==> src/rtl/pipe_ex_pkg.sv <==
// Shared constants and clamping arithmetic for the pipe_ex datapath.
// The sat_* helpers are only referenced when PIPE_EX_SAT_EN is defined.
package pipe_ex_pkg;

  localparam int PIPE_EX_W    = 10;
  localparam int PIPE_EX_MAXW = 32;

  typedef logic [PIPE_EX_MAXW-1:0] word_t;
  typedef logic [PIPE_EX_MAXW:0]   wide_t;
  typedef logic [2*PIPE_EX_MAXW-1:0] prod_t;

  function automatic word_t sat_max(input int n);
    wide_t m;
    m = ((PIPE_EX_MAXW+1)'(1) << n) - (PIPE_EX_MAXW+1)'(1);
    return m[PIPE_EX_MAXW-1:0];
  endfunction

  function automatic word_t sat_add(
    input word_t a,
    input word_t b,
    input int    n
  );
    wide_t s;
    word_t m;
    m = sat_max(n);
    s = {1'b0, a} + {1'b0, b};
    return (s > {1'b0, m}) ? m : s[PIPE_EX_MAXW-1:0];
  endfunction

  function automatic word_t sat_sub(
    input word_t a,
    input word_t b
  );
    return (a < b) ? '0 : (a - b);
  endfunction

  function automatic word_t sat_mul(
    input word_t a,
    input word_t b,
    input int    n
  );
    prod_t p;
    word_t m;
    m = sat_max(n);
    p = {{PIPE_EX_MAXW{1'b0}}, a} * {{PIPE_EX_MAXW{1'b0}}, b};
    return (p > {{PIPE_EX_MAXW{1'b0}}, m}) ? m : p[PIPE_EX_MAXW-1:0];
  endfunction

endpackage

==> src/rtl/pipe_ex_reg.sv <==
// N-bit pipeline register with asynchronous active-high clear.
module pipe_ex_reg #(
  parameter int N = 10
) (
  input  logic         clk,
  input  logic         rst,
  input  logic [N-1:0] d,
  output logic [N-1:0] q
);

  always_ff @(posedge clk or posedge rst) begin
    if (rst) q <= '0;
    else     q <= d;
  end

endmodule

==> src/rtl/pipe_ex.sv <==
// Three-stage pipeline computing F = (A + B + (C - D)) * D.
// Define PIPE_EX_SAT_EN to clamp every stage instead of wrapping.
module pipe_ex
  import pipe_ex_pkg::*;
#(
  parameter int N = PIPE_EX_W
) (
  output logic [N-1:0] F,
  input  logic [N-1:0] A,
  input  logic [N-1:0] B,
  input  logic [N-1:0] C,
  input  logic [N-1:0] D,
  input  logic         clk,
  input  logic         rst
);

  logic [N-1:0] x1, x2, d1, x3, d2;
  logic [N-1:0] x1_n, x2_n, x3_n, f_n;

`ifdef PIPE_EX_SAT_EN
  // Operands are zero-extended into the package word, clamped, then narrowed.
  always_comb begin
    x1_n = N'(sat_add(word_t'(A), word_t'(B), N));
    x2_n = N'(sat_sub(word_t'(C), word_t'(D)));
    x3_n = N'(sat_add(word_t'(x1), word_t'(x2), N));
    f_n  = N'(sat_mul(word_t'(x3), word_t'(d2), N));
  end
`else
  always_comb begin
    x1_n = A + B;
    x2_n = C - D;
    x3_n = x1 + x2;
    f_n  = x3 * d2;
  end
`endif

  pipe_ex_reg #(.N(N)) u_x1 (
    .clk (clk),
    .rst (rst),
    .d   (x1_n),
    .q   (x1)
  );

  pipe_ex_reg #(.N(N)) u_x2 (
    .clk (clk),
    .rst (rst),
    .d   (x2_n),
    .q   (x2)
  );

  pipe_ex_reg #(.N(N)) u_d1 (
    .clk (clk),
    .rst (rst),
    .d   (D),
    .q   (d1)
  );

  pipe_ex_reg #(.N(N)) u_x3 (
    .clk (clk),
    .rst (rst),
    .d   (x3_n),
    .q   (x3)
  );

  pipe_ex_reg #(.N(N)) u_d2 (
    .clk (clk),
    .rst (rst),
    .d   (d1),
    .q   (d2)
  );

  pipe_ex_reg #(.N(N)) u_f (
    .clk (clk),
    .rst (rst),
    .d   (f_n),
    .q   (F)
  );

endmodule

==> config.mk <==
export PLATFORM = sky130hd
export DESIGN_NAME = pipe_ex
export DESIGN_NICKNAME = d
export VERILOG_FILES = /design/src/rtl/pipe_ex_pkg.sv /design/src/rtl/pipe_ex_reg.sv /design/src/rtl/pipe_ex.sv
export SDC_FILE = /design/constraint.sdc
export NUM_CORES = 1
export LEC_CHECK = 0
export CELL_PAD_IN_SITES_DETAIL_PLACEMENT = 1
export CELL_PAD_IN_SITES_GLOBAL_PLACEMENT = 2
export CORE_MARGIN = 5
export CORE_UTILIZATION = 36
export CTS_CLUSTER_SIZE = 14
export DETAILED_ROUTE_END_ITERATION = 10
export PLACE_DENSITY_LB_ADDON = 0.12
export SETUP_SLACK_MARGIN = 0.1
export SLEW_MARGIN = 0
export SYNTH_ARGS = -nofsm -noshare
export SYNTH_HDL_FRONTEND = slang
export SYNTH_HIERARCHICAL = 1
export SYNTH_SLANG_ARGS = --single-unit
==> constraint.sdc <==
create_clock -name clk -period 5.5 [get_ports clk]
set_input_delay 1.1 -clock clk [delete_from_list [all_inputs] [get_ports clk]]
set_output_delay 1.1 -clock clk [all_outputs]
set_load 0.005 [all_outputs]
# Word level (Yosys, flattened, before mapping)
# Cells that the tools add are included.
# op_classes
n_addsub	3
n_mul	1
# op_table
op	count
10-bit adder	2
10-bit by 10-bit multiplier with 10-bit output	1
10-bit subtractor	1
# totals
inputBits	42
ff_bits	60
wordCells	10

# Logic depth before layout (Yosys ltp)
# logic_depth
ltp_word	1
depth_mapped	17
depth_no_buf	16

# Hierarchy
# The synthesis kept the hierarchy.
# by_module_without_submodules
module	n_inst	area_per_inst_um2	cells_per_inst	seq_area_each_um2
pipe_ex	1	2602.5	333	0.0
pipe_ex_reg	6	254.0	11	250.2

# Worst setup path after synthesis
# No wires, ideal clock.
# synth_timing
path_type	flip-flop to flip-flop
from	register u_d2.q[3]
to	register u_f.q[9]
path_slack_ns	1.433
required_ns	5.375
t_arrival_ns	3.942
synth_period_minus_slack_ns	4.067
setup_ns	0.125
path_stages_with_launch	17
path_buffers	0
path_cell_list	dfrtp_1 -> nand2_1 -> fa_1 -> inv_1 -> fa_1 -> inv_1 -> fa_1 -> inv_1 -> fa_1 -> inv_1 -> fa_1 -> xnor2_1 -> xnor2_1 -> xnor2_1 -> xnor2_1 -> xnor2_1 -> xnor2_1
# synth_via
elab_chain_cells	1
# synth_lines
element	line	rtl
start: declaration	pipe_ex_reg.sv:8	output logic [N-1:0] q
start signal: assignment	pipe_ex_reg.sv:12	if (rst) q <= '0;
start signal: assignment	pipe_ex_reg.sv:13	else q <= d;
10-bit by 10-bit multiplier with 10-bit output	pipe_ex.sv:33	f_n = x3 * d2;
net f_n[9]	pipe_ex.sv:18	logic [N-1:0] x1_n, x2_n, x3_n, f_n;
end signal: assignment	pipe_ex_reg.sv:12	
end signal: assignment	pipe_ex_reg.sv:13	
end: declaration	pipe_ex_reg.sv:8	
# The timed path passes the listed nets, and every way through them passes these cells.

# Worst setup path in the final report
# layout_timing
from	register u_d2.q[1]
to	register u_f.q[9]
# Same word-level chain as after synthesis.

==> results.py <==
metrics = {
    "pwr": {
        "leakage_uw": 0.002484,
        "power_density_over_cell_area_nw_per_um2": 649.6,
        "power.total_uw": 3305,
        "max-vdd-ir-drop_mv": 0.7191,
    },
    "synth": {
        "synth_sequential_area_ratio_pct": 36.39,
        "synthesis_warning_total": 6,
        "yosys.cell_types.count": 34,
        "synth.cell_area_sq_um": 4126,
        "netlist.area_leader.share_pct": 36.39,
        "syn-num-nets": 517,
        "yosys_register_bits": 60,
        "syn_avg_cell_area_sq_um": 10.34,
        "yosys.area.top_type": "sky130_fd_sc_hd__dfrtp_1",
        "netlist_top_cells_area": "sky130_fd_sc_hd__dfrtp_1 36%, sky130_fd_sc_hd__ha_1 15%, sky130_fd_sc_hd__fa_1 12%, sky130_fd_sc_hd__xnor2_1 6.2%, sky130_fd_sc_hd__inv_1 5.8%",
        "synthCells": 399,
    },
    "timing": {
        "final.min_clock_period_ns": 4.240,
        "worst_clock_skew_ns": 0.008510,
        "setup_repair_after_global_routing_missed_its_margin": "false",
        "totalNegativeSetupSlack_ns": 0,
        "tightest_slew_margin_relative_to_the_limit_pct": 68.08,
        "worstMarginPinSlew_ns": 0.4783,
        "setup_violating_endpoint_count_in_the_final_report": 0,
        "holdWs_ns": 0.3461,
        "hold_violations": 0,
        "maxSlewViolCount": 0,
        "fmax_ghz": 0.2359,
        "layout_worst_path_cycle_share_pct": 77.09,
    },
    "die": {
        "die-height_microns": 117.1,
        "placement_rows": 39,
        "design.die.area_sq_um": 13700,
        "floorplan.initialDensity_pct": 36.45,
        "horiz_die_dim_microns": 117.1,
        "floorplan.core_area_sq_um": 11320,
        "floorplan.io_pins": 52,
    },
    "placement": {
        "placedInstanceArea_sq_um": 4811,
        "routabilityCongestion": 0.8415,
        "hpwl_microns": 7363,
        "buffer_ports.inserted": 51,
    },
    "critical_path": {
        "crit_path_end_kind": "flop",
        "worst_path_largest_cell_delay_ns": 0.53,
        "reg2regPathDepth": 16,
        "crit_chain": "nand2_1, fa_1, inv_1, fa_1, inv_1, fa_1, inv_1, fa_1, inv_1, fa_1, xnor2_1, xnor2_1, xnor2_1, xnor2_1, xnor2_1, xnor2_1",
        "crit_slowest_cell": "sky130_fd_sc_hd__fa_1",
        "worst_path_most_repeated_cell": "sky130_fd_sc_hd__xnor2_1",
        "setup.worst_path.class": "reg -> reg",
        "startpoint": "u_d2/q[1]",
        "crit_path_start_kind": "flop",
        "timing.critical_path.arrival_ns": 4.49,
        "timing.rr.start": "u_d2/q[1]",
        "timing.critical_path.fanout_max": 9,
        "crit_required_ns": 5.75,
    },
    "clock_tree": {
        "cts_num_sinks": 60,
        "cts_hold_buffers": 0,
        "tritoncts.num_buffers": 9,
        "tritoncts": "done",
        "post-cts-setup-buffers": 0,
        "clk_root_buffer_cell": "sky130_fd_sc_hd__clkbuf_16",
        "cts_max_path_buffers": 2,
        "cts-resized-gates": 0,
        "cts.clk_slew.worst_paths_ns": 0.06,
        "clk_latency_ns": 0.33,
        "htree_num_levels": 3,
    },
    "finish": {
        "antenna-diode-count": 0,
        "final_design_area_no_fill_sq_um": 5089,
        "layout.filler_cells": 1277,
        "final_layout_size_suffix_gt1_share_pct": 4.946,
        "multi_input_area_sq_um": 2380,
        "nets": 578,
        "area.sequential_sq_um": 1501,
        "synthToLayoutAreaGrowth_pct": 23.32,
    },
    "grt": {
        "grt_pass1_wl_microns": 14560,
        "via_count_of_the_first_global_routing_pass": 3185,
        "antenna_found_initial": 0,
        "grt_use_total_pct": 13.79,
        "grt-ovfl-total": 0,
        "grt_start_max_net_pins": 12,
        "gr-usage-met2_pct": 25.41,
        "busiest_layer": "met2",
        "gr-usage-met3_pct": 2.931,
        "met1_usage_pct": 15.79,
    },
    "outcome": {
        "status": "complete, no violations",
    },
    "detailed_routing": {
        "drt.antenna.violating_nets": 0,
        "route.detailed.vias_per_inst": 4.697,
        "post-route-drc-count": 0,
        "routed_wirelength_microns": 8593,
        "drt-wirelength-per-cell_microns": 14.13,
        "first_pass_iters": 4,
        "vias": 2856,
        "drt_iter0_drc": 58,
    },
    "min_path": {
        "hold_depth": 0,
        "holdCritStartpoint": "u_d1/q[3]",
        "hold_path.class": "reg -> reg",
    },
    "run": {
        "maxCapViolCount": 0,
    },
}
==> critical path, delay by kind of cell, from the launching register on <==
family	cells	cell delay, ns
adder cells (fa/ha/maj)	5	2.41
XOR/XNOR	6	0.96
flip-flops	1	0.49
buffers and inverters	4	0.20
AND/OR/NAND/NOR	1	0.12
==> where the power goes <==
group | switching (uW) | leakage [uW] | internal [uW]
Sequential | 82.5 | 0.000701 | 582
Combinational | 1060 | 0.00165 | 1070
Clock | 200 | 0.000135 | 315
==> worst paths after layout <==
check	endpoint	slack, ns
max in group asynchronous	u_f/q[4]	3.89
worst max-delay path	u_f/q[9]	1.26
worst max register to register	u_f/q[9]	1.26
min in group asynchronous	u_d1/q[7]	1.23
worst min-delay path	u_d2/q[3]	0.35
worst min register to register	u_d2/q[3]	0.35
==> routing by layer <==
metal	vias to the layer above	routed length (microns)
met4	0	93
li1	1406	-
met1	1409	3583
met3	6	227
met5	-	0
met2	35	4689
==> state kept, by name, summed over array words and instances (netlist names) <==
register,cells
u_x2/q,10
u_x3/q,10
u_x1/q,10
u_d1/q,10
u_f/q,10
u_d2/q,10
==> Yosys cell counts, drive strengths merged <==
library cell  number
inv               64
dfrtp             60
ha                51
nand2             42
xnor2             29
fa                25
and2              19
a21oi             15
xor2              14
nor2              11
o21ai             11
nor2b              9
a21o               8
nor3               7
and3               6
a21boi             4
nand3              4
o21a               3
a2111oi            2
a211o              2
nand4              2
nor4               2
or2                2
or4                2
buf                1
o2111ai            1
o21bai             1
o31ai              1
or3                1
==> through the flow <==
step                      instances  utilization [%]  setup WS, ns
after floorplan                 399                -         1.433
after global placement          592            42.50         1.327
after detailed placement        592            42.50         1.244
after CTS                       608            44.95         1.235
after global routing            608            44.95         1.016
final                           608            44.95         1.260
==> layout make-up <==
cell class / instances / share of cell area (%)
Clock buffer: 10 / 4.696
Clock inverter: 6 / 0.7622
Inverter: 64 / 4.721
Multi-Input combinational cell: 274 / 46.77
Sequential cell: 60 / 29.51
Tap cell: 143 / 3.516
Timing Repair Buffer: 51 / 10.03
==> cells by family (layout without fill, tap and decap cells) <==
family	count (synthesis)	after routing	share of synthesized area (%)
buffers and inverters	65	131	5.943
XOR/XNOR	43	43	9.127
flip-flops	60	60	36.39
adder cells (fa/ha/maj)	76	76	27.59
AND/OR/NAND/NOR	107	107	12.73
AO/OA/AOI/OAI	48	48	8.217
==> cells in the final DEF, fill, tap and decap left out, drive strengths merged <==
cell | netlist | final
a2111oi | 2 | 2
a211o | 2 | 2
a21boi | 4 | 4
a21o | 8 | 8
a21oi | 15 | 15
and2 | 19 | 19
and3 | 6 | 6
clkbuf | 0 | 10
clkdlybuf4s50 | 0 | 51
clkinv | 0 | 3
clkinvlp | 0 | 2
dfrtp | 60 | 60
fa | 25 | 25
ha | 51 | 51
inv | 64 | 65
nand2 | 42 | 42
nand3 | 4 | 4
nand4 | 2 | 2
nor2 | 11 | 11
nor2b | 9 | 9
nor3 | 7 | 7
nor4 | 2 | 2
o2111ai | 1 | 1
o21a | 3 | 3
o21ai | 11 | 11
o21bai | 1 | 1
o31ai | 1 | 1
or2 | 2 | 2
or3 | 1 | 1
or4 | 2 | 2
xnor2 | 29 | 29
xor2 | 14 | 14
Power figures use the tool's default switching activity.
